[src/rtl/wb_master_arbiter_if.sv]
// Signal bundle between the two CPU-side Wishbone masters, the arbiter and the shared slave bus.
// Handshake: a master raises mN_req_i with addr/data/we/sel valid and holds it until mN_ack_o pulses;
// the arbiter holds s_stb_o and all s_* fields stable until the slave answers with a one-cycle s_ack_i.
interface wb_master_arbiter_if #(
  parameter int ADDR_W = 32,
  parameter int DATA_W = 32,
  parameter int SEL_W  = 4
);
  logic              m0_req_i;
  logic [ADDR_W-1:0] m0_addr_i;
  logic [DATA_W-1:0] m0_data_i;
  logic              m0_we_i;
  logic [SEL_W-1:0]  m0_sel_i;
  logic [DATA_W-1:0] m0_data_o;
  logic              m0_ack_o;
  logic              m0_err_o;

  logic              m1_req_i;
  logic [ADDR_W-1:0] m1_addr_i;
  logic [DATA_W-1:0] m1_data_i;
  logic              m1_we_i;
  logic [SEL_W-1:0]  m1_sel_i;
  logic [DATA_W-1:0] m1_data_o;
  logic              m1_ack_o;
  logic              m1_err_o;

  logic [ADDR_W-1:0] s_addr_o;
  logic [DATA_W-1:0] s_data_o;
  logic              s_we_o;
  logic [SEL_W-1:0]  s_sel_o;
  logic              s_stb_o;
  logic [DATA_W-1:0] s_data_i;
  logic              s_ack_i;

  logic [1:0]        grant_o;
  logic [1:0]        dbg_state;

  // master: the arbiter's view, since it is the one mastering the shared bus
  modport master (
    input  m0_req_i, m0_addr_i, m0_data_i, m0_we_i, m0_sel_i,
    output m0_data_o, m0_ack_o, m0_err_o,
    input  m1_req_i, m1_addr_i, m1_data_i, m1_we_i, m1_sel_i,
    output m1_data_o, m1_ack_o, m1_err_o,
    output s_addr_o, s_data_o, s_we_o, s_sel_o, s_stb_o,
    input  s_data_i, s_ack_i,
    output grant_o, dbg_state
  );

  modport slave (
    output m0_req_i, m0_addr_i, m0_data_i, m0_we_i, m0_sel_i,
    input  m0_data_o, m0_ack_o, m0_err_o,
    output m1_req_i, m1_addr_i, m1_data_i, m1_we_i, m1_sel_i,
    input  m1_data_o, m1_ack_o, m1_err_o,
    input  s_addr_o, s_data_o, s_we_o, s_sel_o, s_stb_o,
    output s_data_i, s_ack_i,
    input  grant_o, dbg_state
  );
endinterface

[src/rtl/wb_master_arbiter.sv]
// Two-master, one-slave Wishbone arbiter with registered outputs and a watchdog that
// terminates unacknowledged transactions with an error completion.
module wb_master_arbiter #(
  parameter int ADDR_W  = 32,
  parameter int DATA_W  = 32,
  parameter int SEL_W   = 4,
  parameter int RR_MODE = 0,
  parameter int TIMEOUT = 255
) (
  input  logic                clk,
  input  logic                rst,
  wb_master_arbiter_if.master bus
);

  localparam int CNT_W = (TIMEOUT > 1) ? $clog2(TIMEOUT) : 1;
  localparam logic [CNT_W-1:0] CNT_LAST = CNT_W'(TIMEOUT - 1);

  typedef enum logic [1:0] {
    IDLE = 2'd0,
    BUSY = 2'd1,
    DONE = 2'd2
  } state_t;

  state_t            state_q, state_d;
  logic [CNT_W-1:0]  cnt_q, cnt_d;
  logic              owner_q, owner_d;
  logic              last_q, last_d;
  logic [ADDR_W-1:0] addr_q, addr_d;
  logic [DATA_W-1:0] wdata_q, wdata_d;
  logic              we_q, we_d;
  logic [SEL_W-1:0]  sel_q, sel_d;
  logic              stb_q, stb_d;
  logic [1:0]        grant_q, grant_d;
  logic [1:0]        ack_q, ack_d;
  logic [1:0]        err_q, err_d;
  logic [DATA_W-1:0] rdata0_q, rdata0_d;
  logic [DATA_W-1:0] rdata1_q, rdata1_d;
  logic              pick;

  always_ff @(posedge clk or negedge rst) begin
    if (!rst) begin
      state_q  <= IDLE;
      cnt_q    <= '0;
      owner_q  <= 1'b0;
      last_q   <= 1'b1;
      addr_q   <= '0;
      wdata_q  <= '0;
      we_q     <= 1'b0;
      sel_q    <= '0;
      stb_q    <= 1'b0;
      grant_q  <= 2'b00;
      ack_q    <= 2'b00;
      err_q    <= 2'b00;
      rdata0_q <= '0;
      rdata1_q <= '0;
    end else begin
      state_q  <= state_d;
      cnt_q    <= cnt_d;
      owner_q  <= owner_d;
      last_q   <= last_d;
      addr_q   <= addr_d;
      wdata_q  <= wdata_d;
      we_q     <= we_d;
      sel_q    <= sel_d;
      stb_q    <= stb_d;
      grant_q  <= grant_d;
      ack_q    <= ack_d;
      err_q    <= err_d;
      rdata0_q <= rdata0_d;
      rdata1_q <= rdata1_d;
    end
  end

  // pick = 1 selects m1; on a tie round-robin hands the bus to whoever did not own it last
  always_comb begin
    if (RR_MODE != 0 && bus.m0_req_i && bus.m1_req_i) pick = ~last_q;
    else                                              pick = ~bus.m0_req_i;
  end

  always_comb begin
    state_d  = state_q;
    cnt_d    = cnt_q;
    owner_d  = owner_q;
    last_d   = last_q;
    addr_d   = addr_q;
    wdata_d  = wdata_q;
    we_d     = we_q;
    sel_d    = sel_q;
    stb_d    = stb_q;
    grant_d  = grant_q;
    ack_d    = ack_q;
    err_d    = err_q;
    rdata0_d = rdata0_q;
    rdata1_d = rdata1_q;

    case (state_q)
      IDLE: begin
        stb_d = 1'b0;
        we_d  = 1'b0;
        sel_d = '0;
        if (bus.m0_req_i || bus.m1_req_i) begin
          owner_d = pick;
          addr_d  = pick ? bus.m1_addr_i : bus.m0_addr_i;
          wdata_d = pick ? bus.m1_data_i : bus.m0_data_i;
          we_d    = pick ? bus.m1_we_i   : bus.m0_we_i;
          sel_d   = pick ? bus.m1_sel_i  : bus.m0_sel_i;
          stb_d   = 1'b1;
          grant_d = pick ? 2'b10 : 2'b01;
          cnt_d   = '0;
          state_d = BUSY;
        end
      end

      BUSY: begin
        if (bus.s_ack_i || cnt_q == CNT_LAST) begin
          // a real ack on the expiry cycle still counts as a clean completion
          if (owner_q) rdata1_d = bus.s_ack_i ? bus.s_data_i : '0;
          else         rdata0_d = bus.s_ack_i ? bus.s_data_i : '0;
          ack_d[owner_q] = 1'b1;
          err_d[owner_q] = ~bus.s_ack_i;
          stb_d   = 1'b0;
          we_d    = 1'b0;
          sel_d   = '0;
          state_d = DONE;
        end else if (cnt_q != '1) begin
          cnt_d = cnt_q + CNT_W'(1);
        end
      end

      DONE: begin
        ack_d   = 2'b00;
        err_d   = 2'b00;
        grant_d = 2'b00;
        last_d  = owner_q;
        state_d = IDLE;
      end

      default: state_d = IDLE;
    endcase
  end

  assign bus.s_addr_o  = addr_q;
  assign bus.s_data_o  = wdata_q;
  assign bus.s_we_o    = we_q;
  assign bus.s_sel_o   = sel_q;
  assign bus.s_stb_o   = stb_q;
  assign bus.grant_o   = grant_q;
  assign bus.m0_ack_o  = ack_q[0];
  assign bus.m1_ack_o  = ack_q[1];
  assign bus.m0_err_o  = err_q[0];
  assign bus.m1_err_o  = err_q[1];
  assign bus.m0_data_o = rdata0_q;
  assign bus.m1_data_o = rdata1_q;
  assign bus.dbg_state = state_q;

endmodule
[src/flat_wrapper.sv]
// flat-port wrapper written by rule: the top's interface ports become plain ports
module wb_master_arbiter_flat 
#(
  parameter int ADDR_W  = 32,
  parameter int DATA_W  = 32,
  parameter int SEL_W   = 4,
  parameter int RR_MODE = 0,
  parameter int TIMEOUT = 255
)
  (clk, rst, bus_m0_req_i, bus_m0_addr_i, bus_m0_data_i, bus_m0_we_i, bus_m0_sel_i, bus_m0_data_o, bus_m0_ack_o, bus_m0_err_o, bus_m1_req_i, bus_m1_addr_i, bus_m1_data_i, bus_m1_we_i, bus_m1_sel_i, bus_m1_data_o, bus_m1_ack_o, bus_m1_err_o, bus_s_addr_o, bus_s_data_o, bus_s_we_o, bus_s_sel_o, bus_s_stb_o, bus_s_data_i, bus_s_ack_i, bus_grant_o, bus_dbg_state);
  wb_master_arbiter_if #(.ADDR_W(ADDR_W), .DATA_W(DATA_W), .SEL_W(SEL_W)) bus_i ();
  input  logic clk;
  input  logic rst;
  input wire logic [$bits(bus_i.m0_req_i)-1:0] bus_m0_req_i;
  input wire logic [$bits(bus_i.m0_addr_i)-1:0] bus_m0_addr_i;
  input wire logic [$bits(bus_i.m0_data_i)-1:0] bus_m0_data_i;
  input wire logic [$bits(bus_i.m0_we_i)-1:0] bus_m0_we_i;
  input wire logic [$bits(bus_i.m0_sel_i)-1:0] bus_m0_sel_i;
  output wire logic [$bits(bus_i.m0_data_o)-1:0] bus_m0_data_o;
  output wire logic [$bits(bus_i.m0_ack_o)-1:0] bus_m0_ack_o;
  output wire logic [$bits(bus_i.m0_err_o)-1:0] bus_m0_err_o;
  input wire logic [$bits(bus_i.m1_req_i)-1:0] bus_m1_req_i;
  input wire logic [$bits(bus_i.m1_addr_i)-1:0] bus_m1_addr_i;
  input wire logic [$bits(bus_i.m1_data_i)-1:0] bus_m1_data_i;
  input wire logic [$bits(bus_i.m1_we_i)-1:0] bus_m1_we_i;
  input wire logic [$bits(bus_i.m1_sel_i)-1:0] bus_m1_sel_i;
  output wire logic [$bits(bus_i.m1_data_o)-1:0] bus_m1_data_o;
  output wire logic [$bits(bus_i.m1_ack_o)-1:0] bus_m1_ack_o;
  output wire logic [$bits(bus_i.m1_err_o)-1:0] bus_m1_err_o;
  output wire logic [$bits(bus_i.s_addr_o)-1:0] bus_s_addr_o;
  output wire logic [$bits(bus_i.s_data_o)-1:0] bus_s_data_o;
  output wire logic [$bits(bus_i.s_we_o)-1:0] bus_s_we_o;
  output wire logic [$bits(bus_i.s_sel_o)-1:0] bus_s_sel_o;
  output wire logic [$bits(bus_i.s_stb_o)-1:0] bus_s_stb_o;
  input wire logic [$bits(bus_i.s_data_i)-1:0] bus_s_data_i;
  input wire logic [$bits(bus_i.s_ack_i)-1:0] bus_s_ack_i;
  output wire logic [$bits(bus_i.grant_o)-1:0] bus_grant_o;
  output wire logic [$bits(bus_i.dbg_state)-1:0] bus_dbg_state;
  assign bus_i.m0_req_i = bus_m0_req_i;
  assign bus_i.m0_addr_i = bus_m0_addr_i;
  assign bus_i.m0_data_i = bus_m0_data_i;
  assign bus_i.m0_we_i = bus_m0_we_i;
  assign bus_i.m0_sel_i = bus_m0_sel_i;
  assign bus_m0_data_o = bus_i.m0_data_o;
  assign bus_m0_ack_o = bus_i.m0_ack_o;
  assign bus_m0_err_o = bus_i.m0_err_o;
  assign bus_i.m1_req_i = bus_m1_req_i;
  assign bus_i.m1_addr_i = bus_m1_addr_i;
  assign bus_i.m1_data_i = bus_m1_data_i;
  assign bus_i.m1_we_i = bus_m1_we_i;
  assign bus_i.m1_sel_i = bus_m1_sel_i;
  assign bus_m1_data_o = bus_i.m1_data_o;
  assign bus_m1_ack_o = bus_i.m1_ack_o;
  assign bus_m1_err_o = bus_i.m1_err_o;
  assign bus_s_addr_o = bus_i.s_addr_o;
  assign bus_s_data_o = bus_i.s_data_o;
  assign bus_s_we_o = bus_i.s_we_o;
  assign bus_s_sel_o = bus_i.s_sel_o;
  assign bus_s_stb_o = bus_i.s_stb_o;
  assign bus_i.s_data_i = bus_s_data_i;
  assign bus_i.s_ack_i = bus_s_ack_i;
  assign bus_grant_o = bus_i.grant_o;
  assign bus_dbg_state = bus_i.dbg_state;
  wb_master_arbiter #(.ADDR_W(ADDR_W), .DATA_W(DATA_W), .SEL_W(SEL_W), .RR_MODE(RR_MODE), .TIMEOUT(TIMEOUT)) u_core (.clk(clk), .rst(rst), .bus(bus_i));
endmodule
[config.mk]
export PLATFORM = sky130hd
export DESIGN_NAME = wb_master_arbiter_flat
export DESIGN_NICKNAME = d
export VERILOG_FILES = /design/src/rtl/wb_master_arbiter_if.sv /design/src/rtl/wb_master_arbiter.sv /design/src/flat_wrapper.sv
export SDC_FILE = /design/constraint.sdc
export NUM_CORES = 1
export LEC_CHECK = 0
export BUFFER_PORTS_ARGS = -buffer_cell sky130_fd_sc_hd__buf_2
export CAP_MARGIN = 25
export CORE_AREA = 2 2 124 126
export CTS_BUF_LIST = sky130_fd_sc_hd__clkbuf_8
export DETAILED_ROUTE_END_ITERATION = 16
export DIE_AREA = 0 0 126 128
export GPL_TIMING_DRIVEN = 0
export HOLD_SLACK_MARGIN = 0.02
export PLACE_DENSITY = 0.77
export SYNTH_ARGS = -nofsm -noshare
export SYNTH_HDL_FRONTEND = slang
export SYNTH_SLANG_ARGS = --single-unit
[constraint.sdc]
create_clock -name clk -period 2.1 [get_ports clk]
set_input_delay 0.42 -clock clk [delete_from_list [all_inputs] [get_ports clk]]
set_output_delay 0.42 -clock clk [all_outputs]
set_load 0.1 [all_outputs]
==> reports/metrics.cfg, run 1 <==
[clock_tree]
cts_root_buf=clkbuf_8
clock_latency_ps=430
cts.clk_slew.worst_paths_ps=80
cts_resized=0
cts_made_buffers=17
htree_levels=4
post_cts.repair.setup_buffers=0
clk_path_buf_depth=2
clkSinkCount=151
cts_tree=built

[route]
drt_pre_antenna_iters=4
wl_per_cell_um=17.3
routed_via_density=5.15
drtAntennaViolNets=0
drc=0
wirelength_um=18700
dr_total_vias=5583
drt-initial-drc-count=320

[critical_path]
path_max_fanout=8
critPathArrivalTime_ps=2220
start_kind=register
cp_data_required_time_ps=2450
cp-end-kind=register
path_class=register to register

[synth]
syn_area_per_cell_um2=11.8
synthCells=547
synth_top_family_by_area=compound AO/OA/AOI/OAI gates
synth_compound_area_share_pct=18.4
synth-xor-area-share_pct=0
synthSimpleGateAreaFrac_pct=7.70
synth_fa_ha_area_share_pct=0.388
seq_area_frac_synth_pct=58.6
synth_nets=724
synth_seq_cells=151
ys.flop_type=dfrtp_1
syn_area_mm2=0.00645
ys_types=39
synthMuxAreaShare_pct=10.4
async_reset_ff_share_pct=100
synth-edff-count=0
yosysWarnings=0

[timing]
period_share_pct=89.0
rsz0062_at_grt=no
tightest_slew_ps=765
fmax_mhz=535
finClkSkew_ps=10.3
setup_viol=0
relSlewSlack_pct=49.0
min_period_ps=1870
finalMaxSlewViolations=0
hold_viol=0

[floorplanning]
ios=317
start_util_pct=43.4
coreArea_mm2=0.0149
rows=45
die_x_um=126
die_h_um=128
fp.dieArea_mm2=0.0161

[finish]
nets=1060
fill_cells=1317
instances_no_fill=1084
area_delta_synth_final_pct=35.7
layout-drive-gt1-share_pct=41.9

[global_routing]
grt_use_total_pct=23.4
grt_pass1_wl_um=29400
grt_max_degree=94
antenna_found_initial=1
overflow=0
grt_pass1_vias=5423

[placement]
io_buffers=316
hpwl_um=14500
place.gp.congestion=0.898
dp_cells=1052

[job]
cap_violations=0

[min_path]
holdCritPathClass=input port to register

[run_status]
outcome=complete, no violations

## through the flow
stage	setup WS, ps	area (um2)	setup TNS (ps)	utilization [%]	hold slack, ps
3_3_place_gp	-1780	8270	-228970	55.6	454
2_1_floorplan	199	6450	0	-	124
6_report	232	8750	0	58.9	226
3_5_place_dp	88.4	8300	0	55.9	431
4_1_cts	124	8750	0	58.9	192
5_1_grt	88.4	8750	0	58.9	190
## layout make-up
cell class,instances,area [um2],share of cell area [%]
clock buffer,19,262,2.99
tap,188,235,2.69
clock inverter,12,178,2.03
timing repair buffer,318,1630,18.6
sequential,151,3780,43.2
antenna,1,2.50,0.0286
buffer,40,262,2.99
inverter,8,30.0,0.343
multi-input combinational,347,2380,27.2
## sequential cells by signal, indices dropped and copies added, names as in the netlist
signal                cells
u_core.bus.s_we_o         1
u_core.cnt_q              8
u_core.bus.s_sel_o        4
u_core.err_q              2
u_core.bus.m0_data_o     32
u_core.bus.grant_o        2
u_core.bus.s_data_o      32
u_core.ack_q              2
u_core.owner_q            1
u_core.bus.m1_data_o     32
u_core.bus.s_stb_o        1
u_core.bus.dbg_state      2
u_core.bus.s_addr_o      32
## repair_timing
action | CTS | global route
endpoints found under the hold margin | 58 | 0
hold buffers | 1 | 0
endpoints found under the setup margin | 0 | 36
## path summary, 6_finish.rpt
kind                       slack [ps]                     from  cells past startpoint                  endpoint
min in group asynchronous         540                      rst                      2   u_core.bus.m1_data_o[3]
min                               230         bus_s_data_i[25]                      2  u_core.bus.m1_data_o[25]
max in group asynchronous         710                      rst                      3   u_core.bus.s_addr_o[28]
max                               230          u_core.cnt_q[0]                      5     u_core.bus.s_sel_o[0]
max reg2reg                       230          u_core.cnt_q[0]                      5     u_core.bus.s_sel_o[0]
min reg2reg                       480  u_core.bus.s_data_o[10]                      2   u_core.bus.s_data_o[10]
## per-layer routing
layer  wire [um]  vias to the layer above  track usage, %
met2        9610                      249            40.4
li1            -                     2664               -
met3        1210                       22            5.47
met5           0                        -               0
met1        7520                     2648            29.3
met4         376                        0            7.30
## critical path, stage by stage (launching register included)
cell and delay (ps):
dfrtp_1 420, inv_1 100, ha_1 310, a41o_4 350, o21ai_1 420, o2bb2ai_1 180
## synth_stat cells, types with 4 or more instances
cell type	number	area share [%]
a211o_1	4	0.54
a21oi_1	5	0.39
a22o_1	64	8.7
and3_1	4	0.39
buf_2	8	0.62
buf_6	13	2.3
clkbuf_1	17	0.99
dfrtp_1	151	59
inv_1	8	0.47
mux2i_1	67	10
nand2_1	76	4.4
nor2_1	9	0.52
nor3_1	4	0.31
o21ai_0	64	5.0
o21ai_1	7	0.54
o2bb2ai_1	5	0.68
## placed cells by master (no fill, tap or decap), types with 4 or more instances in the layout
cell,instances
a21oi_1,5
inv_1,10
clkbuf_1,16
buf_6,14
a211o_1,4
a22o_1,64
clkbuf_8,19
o21ai_0,64
and3_1,4
bufinv_16,4
mux2i_1,67
o21ai_1,7
nand2_1,76
buf_2,323
dfrtp_1,149
o2bb2ai_1,5
nor3_1,4
nor2_1,9
## cell families after synthesis
group           after synthesis
flops                       151
mux                          67
fa+ha+maj                     2
simple gates                110
compound gates              168
buf+inv                      49
Power of run 1 is not shown: default switching activity piles up to over one toggle a cycle in this logic, so the estimate is an artifact.
==> inputs of run 2 (changes only) <==
CORE_AREA = default   (was 2 2 124 126)
CORE_ASPECT_RATIO = 0.8   (was default)
CORE_UTILIZATION = 47   (was default)
DIE_AREA = default   (was 0 0 126 128)
PLACE_DENSITY = 0.82   (was 0.77)
==> reports/metrics.cfg, run 2 (synthesized netlist as in run 1, its figures left out) <==
[route]
wl_per_cell_um=16.9
wirelength_um=18200
drc=0
drt_pre_antenna_iters=4
drtAntennaViolNets=0
dr_total_vias=5607
drt-initial-drc-count=292
routed_via_density=5.23

[clock_tree]
clkSinkCount=151
clk_path_buf_depth=2
cts.clk_slew.worst_paths_ps=90
cts_tree=built
clock_latency_ps=430
cts_made_buffers=17
htree_levels=4
cts_root_buf=clkbuf_8

[timing]
tightest_slew_ps=848
rsz0062_at_grt=no
hold_viol=0
period_share_pct=96.6
relSlewSlack_pct=43.5
setup_slack_ps=70.8
fmax_mhz=493
finClkSkew_ps=10.9
setup_tns_ps=0
finalMaxSlewViolations=0
min_period_ps=2030
setup_viol=0

[placement]
io_buffers=316
hpwl_um=13800
place.gp.congestion=0.928
pre_cts_slack_ps=16.9

[critical_path]
cp-end-kind=register
critPathArrivalTime_ps=2340
start_kind=register
cp_data_required_time_ps=2410
path_class=register to register
path_max_fanout=10

[floorplanning]
die_x_um=133
coreArea_mm2=0.0131
start_util_pct=49.2
fp.dieArea_mm2=0.0142
ios=317
rows=37
die_h_um=107

[global_routing]
grt_pass1_wl_um=27800
grt_use_total_pct=25.8
grt_max_degree=93
grt_pass1_vias=5258
antenna_found_initial=1
overflow=0

[finish]
n_antenna_cell=0
layout-drive-gt1-share_pct=42.3
nets=1061
area_delta_synth_final_pct=35.2
final_cell_mix=buf_2 (323), dfrtp_1 (149), nand2_1 (76)
final_common_cell=buf_2

[run_status]
outcome=complete, no violations

[job]
cap_violations=0

[min_path]
holdCritPathClass=input port to register

==> run 2: cell types whose count changed in the layout (fill, tap and decap cells not counted), sizes merged <==
cell,previous run,this run
bufinv,4,2
inv,11,15
clkbuf,35,36
clkinvlp,2,1
diode,1,0
==> run 2: worst max-delay path: stages, from the launching register on <==
cell	delay [ps]
dfrtp_1	440
inv_1	120
ha_1	150
clkbuf_1	320
a41o_4	370
nand3_4	140
buf_6	180
a22o_1	190
==> run 2: metal layers <==
metal / part of all wire, % / GRT usage, % / vias to the layer above / wire (um)
met1: 41 / 31.7 / 2665 / 7380
met2: 51 / 45.2 / 264 / 9300
met3: 6.9 / 6.81 / 14 / 1260
met4: 1.2 / 6.65 / 0 / 215
li1: - / - / 2664 / -
met5: 0 / 0 / - / 0
==> run 2: final cells by class <==
class	count	area [um2]
timing repair buffer	318	1630
sequential	151	3780
clock buffer	19	262
inverter	8	30.0
fill	988	4380
tap	175	219
multi-input combinational	347	2380
clock inverter	13	160
buffer	41	265
==> run 2: path summary, 6_finish.rpt <==
path	from	to	slack [ps]	depth (start not counted)
min	bus_s_data_i[9]	u_core.bus.m0_data_o[9]	230	2
min in group asynchronous	rst	u_core.bus.s_data_o[12]	550	2
min reg2reg	u_core.bus.s_data_o[1]	u_core.bus.s_data_o[1]	480	2
max in group asynchronous	rst	u_core.bus.m0_data_o[8]	720	3
max reg2reg	u_core.cnt_q[0]	u_core.bus.m1_data_o[20]	70	7
max	u_core.cnt_q[0]	u_core.bus.m1_data_o[20]	70	7
==> run 2: through the flow <==
step / hold slack, ps / area, um2 / std cells / util (%)
4_1_cts: 204 / 8720 / 1072 / 66.6
2_1_floorplan: 124 / 6450 / 547 / -
3_3_place_gp: 457 / 8250 / 1038 / 63.0
3_5_place_dp: 424 / 8290 / 1039 / 63.3
5_1_grt: 195 / 8720 / 1072 / 66.6
6_report: 227 / 8720 / 1072 / 66.6
==> run 2: what timing repair did <==
action                                  in CTS  in global routing
endpoints found under the hold margin       59                  0
setup buffers                                0                  0
resized for setup                            0                  1
endpoints found under the setup margin       0                  6
hold buffers                                 1                  0
Power of run 2 is left out for the same reason.
